--- config.mk ---
export PLATFORM = sky130hd
export DESIGN_NAME = clb_cfg_loader_flat
export DESIGN_NICKNAME = d
export VERILOG_FILES = /design/src/rtl/clb_cfg_if.sv /design/src/rtl/clb_cfg_loader.sv /design/src/flat_wrapper.sv
export SDC_FILE = /design/constraint.sdc
export NUM_CORES = 1
export LEC_CHECK = 0
export ABC_AREA = 1
export CAP_MARGIN = 30
export CORE_UTILIZATION = 45
export DETAILED_ROUTE_END_ITERATION = 16
export DONT_BUFFER_PORTS = 1
export PLACE_DENSITY = 0.61
export SYNTH_ARGS = -nofsm -noshare
export SYNTH_HDL_FRONTEND = slang
export SYNTH_SLANG_ARGS = --single-unit
--- constraint.sdc ---
create_clock -name clk_i -period 2.18 [get_ports clk_i]
set_input_delay 0.327 -clock clk_i [delete_from_list [all_inputs] [get_ports clk_i]]
set_output_delay 0.327 -clock clk_i [all_outputs]
set_load 0.01 [all_outputs]
--- src/rtl/clb_cfg_if.sv ---
// Configuration port bundle for clb_cfg_loader: serial frame input and
// committed CLB mode / status outputs.
interface clb_cfg_if #(
  parameter int unsigned N_CLB = 8
);
  logic                 cfg_start_i;
  logic                 cfg_valid_i;
  logic                 cfg_data_i;
  logic [2*N_CLB-1:0]   cfg_mode_o;
  logic                 cfg_busy_o;
  logic                 cfg_done_o;
  logic                 cfg_err_o;

  modport master (
    output cfg_start_i, cfg_valid_i, cfg_data_i,
    input  cfg_mode_o, cfg_busy_o, cfg_done_o, cfg_err_o
  );

  modport slave (
    input  cfg_start_i, cfg_valid_i, cfg_data_i,
    output cfg_mode_o, cfg_busy_o, cfg_done_o, cfg_err_o
  );
endinterface

--- src/rtl/clb_cfg_loader.sv ---
// Serial CLB mode loader: shifts a parity-protected frame into a shadow
// register and commits it to the CLB mode pins only when parity checks.
module clb_cfg_loader #(
  parameter int unsigned N_CLB = 8
) (
  input  logic         clk_i,
  input  logic         rst_ni,
  clb_cfg_if.slave     cfg
);

  localparam int unsigned W  = 2 * N_CLB;
  localparam int unsigned CW = $clog2(W + 1);

  typedef enum logic [1:0] {
    IDLE,
    SHIFT,
    CHECK
  } state_e;

  state_e          state_q, state_d;
  logic [CW-1:0]   cnt_q, cnt_d;
  logic [W-1:0]    shadow_q, shadow_d;
  logic            par_q, par_d;
  logic [W-1:0]    mode_q, mode_d;
  logic            busy_q, busy_d;
  logic            done_q, done_d;
  logic            err_q, err_d;

  always_ff @(posedge clk_i) begin
    if (!rst_ni) begin
      state_q  <= IDLE;
      cnt_q    <= '0;
      shadow_q <= '0;
      par_q    <= 1'b0;
      mode_q   <= '1;
      busy_q   <= 1'b0;
      done_q   <= 1'b0;
      err_q    <= 1'b0;
    end else begin
      state_q  <= state_d;
      cnt_q    <= cnt_d;
      shadow_q <= shadow_d;
      par_q    <= par_d;
      mode_q   <= mode_d;
      busy_q   <= busy_d;
      done_q   <= done_d;
      err_q    <= err_d;
    end
  end

  // par_q is the running XOR of every accepted bit, so a clean frame leaves it 0.
  always_comb begin
    state_d  = state_q;
    cnt_d    = cnt_q;
    shadow_d = shadow_q;
    par_d    = par_q;
    mode_d   = mode_q;
    done_d   = 1'b0;
    err_d    = err_q;

    unique case (state_q)
      IDLE: begin
        if (cfg.cfg_start_i) begin
          state_d  = SHIFT;
          cnt_d    = '0;
          shadow_d = '0;
          par_d    = 1'b0;
          err_d    = 1'b0;
        end
      end
      SHIFT: begin
        if (cfg.cfg_start_i) begin
          cnt_d    = '0;
          shadow_d = '0;
          par_d    = 1'b0;
        end else if (cfg.cfg_valid_i) begin
          par_d = par_q ^ cfg.cfg_data_i;
          if (cnt_q < CW'(W)) begin
            shadow_d = {shadow_q[W-2:0], cfg.cfg_data_i};
            cnt_d    = cnt_q + 1'b1;
          end else begin
            state_d = CHECK;
          end
        end
      end
      CHECK: begin
        state_d = IDLE;
        if (!par_q) begin
          mode_d = shadow_q;
          done_d = 1'b1;
        end else begin
          err_d = 1'b1;
        end
      end
      default: state_d = IDLE;
    endcase

    busy_d = (state_d != IDLE);
  end

  assign cfg.cfg_mode_o = mode_q;
  assign cfg.cfg_busy_o = busy_q;
  assign cfg.cfg_done_o = done_q;
  assign cfg.cfg_err_o  = err_q;

endmodule

--- src/flat_wrapper.sv ---
// flat-port wrapper written by rule: the top's interface ports become plain ports
module clb_cfg_loader_flat 
#(
  parameter int unsigned N_CLB = 8
)
  (clk_i, rst_ni, cfg_cfg_start_i, cfg_cfg_valid_i, cfg_cfg_data_i, cfg_cfg_mode_o, cfg_cfg_busy_o, cfg_cfg_done_o, cfg_cfg_err_o);
  clb_cfg_if #(.N_CLB(N_CLB)) cfg_i ();
  input  logic clk_i;
  input  logic rst_ni;
  input wire logic [$bits(cfg_i.cfg_start_i)-1:0] cfg_cfg_start_i;
  input wire logic [$bits(cfg_i.cfg_valid_i)-1:0] cfg_cfg_valid_i;
  input wire logic [$bits(cfg_i.cfg_data_i)-1:0] cfg_cfg_data_i;
  output wire logic [$bits(cfg_i.cfg_mode_o)-1:0] cfg_cfg_mode_o;
  output wire logic [$bits(cfg_i.cfg_busy_o)-1:0] cfg_cfg_busy_o;
  output wire logic [$bits(cfg_i.cfg_done_o)-1:0] cfg_cfg_done_o;
  output wire logic [$bits(cfg_i.cfg_err_o)-1:0] cfg_cfg_err_o;
  assign cfg_i.cfg_start_i = cfg_cfg_start_i;
  assign cfg_i.cfg_valid_i = cfg_cfg_valid_i;
  assign cfg_i.cfg_data_i = cfg_cfg_data_i;
  assign cfg_cfg_mode_o = cfg_i.cfg_mode_o;
  assign cfg_cfg_busy_o = cfg_i.cfg_busy_o;
  assign cfg_cfg_done_o = cfg_i.cfg_done_o;
  assign cfg_cfg_err_o = cfg_i.cfg_err_o;
  clb_cfg_loader #(.N_CLB(N_CLB)) u_core (.clk_i(clk_i), .rst_ni(rst_ni), .cfg(cfg_i));
endmodule
* Word level (Yosys, flattened, before mapping) *
Index checks and enable logic that the tools add are counted.

cells by class
  bitwise logic cells = 2
  add/subtract/negate cells = 1
  magnitude comparators = 1
  eq/ne operators = 6
  mux-type cells = 22
  reduce and logical (&&, ||, !) cells = 9

operators with widths
  kind                 number
  $mux 16              4
  $pmux 16 s2          1
  $mux 5               4
  $pmux 5 s2           1
  $mux 2               4
  $reduce_and 3->1     2
  $reduce_bool 2->1    3
  $add 5x1->5 const B  1
  $lt 5x5->1 const B   1
  $mux 1               5
  $pmux 1 s2           2
  $pmux 2 s2           1
  $reduce_and 2->1     2
  $reduce_and 4->1     1
  $ne 3x2->1 const B   1
  $ne 3x3->1 const B   1
  $eq 2x1->1 const B   1
  $eq 2x2->1 const B   1
  $logic_not 2->1      1
  $ne 2x1->1 const B   1
  $ne 2x2->1 const B   1
  $not 1->1            1
  $xor 1x1->1          1

storage, ports and cells
  word-level logic and storage cells = 49
  output and inout bits = 19
  register bits = 43
  bits of input ports = 5

* Depth between registers and ports, before layout *
Gate-level depths: netlist of run 1.

  depth after elaboration = 6
  depth in mapped cells = 8
  mapped depth without buffers = 8

* Worst setup path before layout of run 1 *
OpenSTA, ideal clock, no wires.

  path kind = input -> register
  start = input port rst_ni
  end = register u_core.cnt_q[2]
  buffers on the path = 2
  library setup time = 0.109 ns
  data arrival time = 1.006 ns
  data required time = 2.071 ns
  path slack = 1.065 ns
  stages on the path = 8
  cell sequence = buf_2 > inv_1 > nor2_1 > buf_2 > nand2_1 > nand2_1 > nand2_1 > inv_1

RTL lines
  element                 line                  source
  start: declaration      flat_wrapper.sv:9     input logic rst_ni;
  end signal: assignment  clb_cfg_loader.sv:41  cnt_q <= cnt_d;
  end: declaration        clb_cfg_loader.sv:21  logic [CW-1:0] cnt_q, cnt_d;

* Worst setup path in the final report of run 1 *
  start = register u_core.state_q[1]
  end = register u_core.shadow_q[0]

on the way
  word-level cells in the longest chain between the ends = 3
  elaborated cells between the ends (all ways) = 8
  those cells by class = 4 x eq/ne; 1 x mux; 3 x reduce/logical

ends and longest elaborated chain
  element                                             line                  source
  start: declaration                                  clb_cfg_loader.sv:20  state_e state_q, state_d;
  start signal: assignment                            clb_cfg_loader.sv:40  state_q <= state_d;
  $eq 2x1->1 or $logic_not 2->1 (tied branches)       clb_cfg_loader.sv:61  unique case (state_q)
  $ne 3x2->1 (no line), or another cell as far along  n/a
  $reduce_and 4->1 (no line)                          n/a
  end signal: assignment                              clb_cfg_loader.sv:42  shadow_q <= shadow_d;
  end: declaration                                    clb_cfg_loader.sv:22  logic [W-1:0] shadow_q, shadow_d;

Parallel ways exist; a longest one is shown, timed or not.
A chain may end at the register's enable or synchronous reset.

==> impl_metrics.py, run 1 <==
metrics = {
    "outcome": {
        "status": "finished clean",
    },
    "timing": {
        "relSlewSlack_pct": 68.4,
        "period_minus_slack_ns": 1.49,
        "worst_pin_slew_ns": 0.472,
        "final.setup.tns_ns": 0,
        "finClkSkew_ns": 0.00878,
        "holdWs_ns": 0.109,
        "fmax_ghz": 0.671,
        "drv_slew": 0,
        "min_period_over_period_pct": 68.4,
        "setup_viol": 0,
        "grt_setup_unrepaired": "no",
        "timing.final.hold_violations": 0,
    },
    "worst_setup_path": {
        "slowest_delay_ns": 0.47,
        "path_delay_family": "simple AND/OR/NAND/NOR gates",
        "startpoint_type": "flip-flop",
        "path_class": "flip-flop to flip-flop",
        "crit_chain": "nor2_1, nor2_1, buf_4, nand3_1, o21ai_0",
        "crit_arrival_ns": 1.72,
        "cpMostUsedCell": "nor2_1",
        "worst-path-buf-inv": 1,
        "cp.required_ns": 2.41,
        "crit_path_top_delay_cell": "dfxtp_1",
        "endpoint_kind": "flip-flop",
        "cp_max_fo": 13,
    },
    "cells_and_area": {
        "mostFrequentLayoutCell": "nand2_1",
        "finalNonFillerCells": 260,
        "area_growth_pct": 6.27,
        "utilization_pct": 51.1,
        "antenna_cells": 0,
        "layout_common_cells": "nand2_1 (69), dfxtp_1 (43), nand3_1 (35)",
        "layout.nets": 219,
        "layout-drive-gt1-share_pct": 8.88,
        "fin_area_um2": 1760,
    },
    "placed_design": {
        "portBuffers": 0,
        "globalplace.congestion": 0.784,
        "dp_hpwl_um": 2180,
        "place_area_um2": 1670,
        "dp_cells": 252,
    },
    "die": {
        "die_x_um": 62.7,
        "die_area_um2": 3930,
        "start_util_pct": 48.1,
        "core_area_um2": 3440,
        "die_h_um": 62.7,
        "ios": 24,
        "rows": 21,
    },
    "yosys": {
        "ys_ff_latch": 43,
        "synth_fa_ha_area_share_pct": 0.756,
        "synthDistinctLibCells": 23,
        "synth-xor-area-share_pct": 0,
        "synth_top_family_by_area": "simple AND/OR/NAND/NOR gates",
        "synth_nets": 220,
        "synth_cells": 214,
        "synth_area_um2": 1660,
        "synth.area.mux_share_pct": 0,
        "synth_compound_area_share_pct": 7.41,
        "yosys.area.top_type": "dfxtp_1",
        "syn_area_per_cell_um2": 7.74,
        "yosys.area_share.simple_pct": 33.2,
        "ys_warn_count": 0,
        "synth_top_area_share_pct": 52.0,
        "yosys-top-cells-area": "dfxtp_1 (52%), nand2_1 (16%), nand3_1 (11%)",
        "ys_seq_area_share_pct": 52.0,
    },
    "drt": {
        "drtAntennaViolNets": 0,
        "wl_per_cell_um": 12.8,
        "num_vias": 1358,
        "drtPass1Iterations": 4,
        "vias_per_cell": 5.22,
        "drcViolationCount": 0,
        "initialDrtViolationCount": 87,
        "routed_wl_um": 3320,
    },
    "clock_tree": {
        "cts_buffers": 5,
        "insertion_delay_ns": 0.30,
        "cts_max_level": 2,
        "ctsResizeCount": 0,
        "cts_tree": "yes",
        "clkTransAtPathRegs_ns": 0.09,
        "clock_path_buffers": 2,
        "ctsHoldBuffers": 0,
        "cts_setup_buffers": 0,
        "cts-root-buf": "clkbuf_8",
        "clkSinkCount": 43,
    },
    "grt": {
        "antenna_found_initial": 0,
        "grt_max_degree": 35,
        "track_usage_pct": 19.4,
        "grt_pass1_vias": 1273,
        "grt_overflow": 0,
        "grt_pass1_wl_um": 5870,
    },
    "pwr": {
        "peakVddDrop_uv": 395,
        "power_leakage_uw": 0.000734,
        "powerDensity_nw_per_um2": 766,
    },
    "run": {
        "maxCapViolCount": 0,
    },
    "hold_path": {
        "hold_class": "input pin to flip-flop",
    },
}
==> final timing paths <==
kind / start / end / slack, ns / cells past startpoint
worst min-delay path: rst_ni / u_core.cfg.cfg_mode_o[14] / 0.11 / 1
worst max register to register: u_core.state_q[1] / u_core.shadow_q[0] / 0.69 / 5
worst min register to register: u_core.shadow_q[15] / u_core.shadow_q[15] / 0.48 / 2
worst max-delay path: u_core.state_q[1] / u_core.shadow_q[0] / 0.69 / 5
==> state kept, by name, summed over array words and instances (netlist names) <==
register and count:
u_core.cfg.cfg_busy_o 1, u_core.cfg.cfg_done_o 1, u_core.cfg.cfg_err_o 1, u_core.cfg.cfg_mode_o 16, u_core.cnt_q 5, u_core.par_q 1, u_core.shadow_q 16, u_core.state_q 2
==> cells by family (layout without fill, tap and decap cells) <==
| group | after synthesis | after routing |
|---|---|---|
| adder cells (fa/ha/maj) | 1 | 1 |
| flip-flops | 43 | 43 |
| AO/OA/AOI/OAI | 23 | 23 |
| AND/OR/NAND/NOR | 123 | 123 |
| buffers and inverters | 24 | 24 |
==> area by class of cell <==
type	count	area (um2)
fill	349	1680
sequential	43	861
multi-input combinational	147	684
clock buffer	5	68.8
tap	46	57.6
inverter	14	52.6
clock inverter	3	20.0
timing repair buffer	2	15.0
==> synthesized netlist by cell type <==
| master | instances |
|---|---|
| a21boi_1 | 1 |
| a21oi_1 | 3 |
| buf_2 | 4 |
| buf_4 | 2 |
| buf_6 | 1 |
| clkbuf_1 | 3 |
| dfxtp_1 | 43 |
| ha_1 | 1 |
| inv_1 | 12 |
| inv_2 | 2 |
| nand2_1 | 69 |
| nand2_2 | 2 |
| nand2_4 | 1 |
| nand3_1 | 35 |
| nand3_2 | 2 |
| nand3b_2 | 1 |
| nand4_1 | 2 |
| nor2_1 | 10 |
| nor3_2 | 1 |
| o211ai_1 | 1 |
| o21ai_0 | 6 |
| o21ai_1 | 11 |
| o21bai_1 | 1 |
==> routing by layer <==
layer	vias up	track usage (%)	routed length, um
met2	40	30.0	1510
met4	0	7.85	40
li1	691	-	-
met1	623	23.9	1550
met5	-	0	0
met3	4	7.66	216
==> through the flow <==
stage	setup slack (ns)	power (uW)
global placement	0.794	862
global route	0.543	1410
finish	0.689	1350
floorplan	1.07	864
detailed placement	0.715	863
CTS	0.697	1360
==> power breakdown <==
group          switching (uW)  internal (uW)
Clock                     281            223
Combinational            35.2           13.7
Sequential               5.34            790
Total                     322           1030
(Power assumes the default switching activity.)
==> inputs of run 2 (changes only) <==
==> constraint.sdc (replaced) <==
create_clock -name clk_i -period 1.5 [get_ports clk_i]
set_input_delay 0.225 -clock clk_i [delete_from_list [all_inputs] [get_ports clk_i]]
set_output_delay 0.225 -clock clk_i [all_outputs]
set_load 0.01 [all_outputs]
==> run 2 against run 1 <==
  * Clock-buffer cell count is 1 higher
  * Combinational power is 44% higher
  * Worst setup slack worse by 0.52 ns
  * Register-to-register slack worse by 0.52 ns
  * Clock skew is 0.0019 ns lower
  * Worst hold slack worse by 0.10 ns
  * Design area is 0.21% higher
  * Flip-flop and latch count stayed put
  * Clock power is 42% higher
  * Via count is 0.96% lower
  * Largest cell class unchanged
  * Sequential power is 46% higher
==> impl_metrics.py, run 2 (synthesis results as in run 1) <==
metrics = {
    "outcome": {
        "status": "finished clean",
    },
    "placed_design": {
        "dp_hpwl_um": 2190,
        "globalplace.congestion": 0.758,
        "portBuffers": 0,
        "place_area_um2": 1680,
    },
    "grt": {
        "grt_overflow": 0,
        "track_usage_pct": 17.9,
        "grt_pass1_vias": 1334,
        "antenna_found_initial": 0,
        "grt_max_degree": 35,
        "grt_pass1_wl_um": 5710,
    },
    "clock_tree": {
        "cts_tree": "yes",
        "cts-root-buf": "clkbuf_8",
        "clkTransAtPathRegs_ns": 0.08,
        "cts_max_level": 2,
        "clock_path_buffers": 2,
        "ctsResizeCount": 0,
        "clkSinkCount": 43,
        "cts_setup_buffers": 0,
        "cts_buffers": 5,
        "ctsHoldBuffers": 0,
        "insertion_delay_ns": 0.29,
    },
    "timing": {
        "fmax_ghz": 0.750,
        "timing.final.hold_violations": 0,
        "relSlewSlack_pct": 78.6,
        "holdWs_ns": 0.00779,
        "min_period_over_period_pct": 88.8,
        "final.setup.tns_ns": 0,
        "finClkSkew_ns": 0.00692,
        "period_minus_slack_ns": 1.33,
        "grt_setup_unrepaired": "no",
        "drv_slew": 0,
        "worst_pin_slew_ns": 0.321,
        "setup_viol": 0,
    },
    "drt": {
        "routed_wl_um": 3210,
        "drtPass1Iterations": 4,
        "drcViolationCount": 0,
        "initialDrtViolationCount": 92,
        "vias_per_cell": 5.15,
        "wl_per_cell_um": 12.3,
        "drtAntennaViolNets": 0,
        "num_vias": 1345,
    },
    "cells_and_area": {
        "layout-drive-gt1-share_pct": 8.84,
        "antenna_cells": 0,
        "mostFrequentLayoutCell": "nand2_1",
        "fin_area_um2": 1760,
        "layout_common_cells": "nand2_1 (69), dfxtp_1 (43), nand3_1 (35)",
        "area_growth_pct": 6.50,
        "utilization_pct": 51.2,
        "layout.nets": 220,
    },
    "worst_setup_path": {
        "crit_arrival_ns": 1.55,
        "crit_chain": "inv_2, nand2_2, nand2_2, nand3_2, o21ai_0",
        "startpoint_type": "flip-flop",
        "cp_max_fo": 16,
        "cp.required_ns": 1.71,
        "crit_path_top_delay_cell": "dfxtp_1",
        "path_class": "flip-flop to flip-flop",
        "slowest_delay_ns": 0.38,
        "endpoint_kind": "flip-flop",
        "cpMostUsedCell": "nand2_2",
    },
    "die": {
        "rows": 21,
        "die_area_um2": 3930,
        "ios": 24,
        "core_area_um2": 3440,
        "die_h_um": 62.7,
        "start_util_pct": 48.1,
        "die_x_um": 62.7,
    },
    "pwr": {
        "power_uw": 1940,
        "power_switching_uw": 448,
        "powerDensity_nw_per_um2": 1100,
        "p_sw_share_pct": 23.1,
        "power_leakage_uw": 0.000739,
        "peakVddDrop_uv": 753,
        "power.internal_uw": 1490,
        "combinationalPowerShare_pct": 3.6,
        "p_seq_share_pct": 59.5,
        "clock_power_share_pct": 36.8,
    },
    "hold_path": {
        "hold_class": "input pin to flip-flop",
    },
    "run": {
        "maxCapViolCount": 0,
    },
}
-- run 2: changes by cell type in the layout (fill, tap and decap cells not counted), sizes merged --
cell,previous run,this run
clkbuf,5,6
clkinvlp,2,1
buf,2,3
-- run 2: cell type report --
| type | instances | area, um2 |
|---|---|---|
| multi-input combinational | 147 | 684 |
| tap | 46 | 57.6 |
| clock inverter | 2 | 12.5 |
| clock buffer | 6 | 72.6 |
| timing repair buffer | 3 | 22.5 |
| fill | 343 | 1680 |
| inverter | 14 | 52.6 |
| sequential | 43 | 861 |
-- run 2: worst paths after layout --
kind | start | depth (start not counted) | end | slack, ns
max | u_core.state_q[1] | 5 | u_core.shadow_q[2] | 0.17
min | rst_ni | 1 | u_core.cfg.cfg_mode_o[1] | 0.008
min reg2reg | u_core.shadow_q[15] | 2 | u_core.shadow_q[15] | 0.47
max reg2reg | u_core.state_q[1] | 5 | u_core.shadow_q[2] | 0.17
-- run 2: worst max-delay path: cells and delay by family (launching register included) --
kind,cells,cell delay (ns)
AOI/OAI and AO/OA,1,0.27
buffers and inverters,1,0.09
DFF,1,0.38
and+or+nand+nor,3,0.52
-- run 2: metal layers --
layer | share of wire, % | vias up | wire length, um | track usage [%]
met2 | 46 | 30 | 1470 | 30.2
met4 | 0.90 | 0 | 29 | 3.78
met1 | 48 | 623 | 1540 | 21.8
li1 | - | 687 | - | -
met5 | 0 | - | 0 | 0
met3 | 5.4 | 5 | 172 | 6.57
-- run 2: power groups by stage --
stage	logic (uW)	registers [uW]	clock network (uW)
after floorplan	73.8	1180	0
after global placement	68.4	1180	0
after detailed placement	70.6	1180	0
after CTS	70.7	1160	729
after global routing	80.7	1160	770
final	70.4	1160	716
-- run 2: stage by stage --
step	setup slack [ns]	cells
after floorplan	0.410	214
after global placement	0.245	253
after detailed placement	0.194	253
after CTS	0.190	261
after global routing	0.0222	261
final	0.167	261
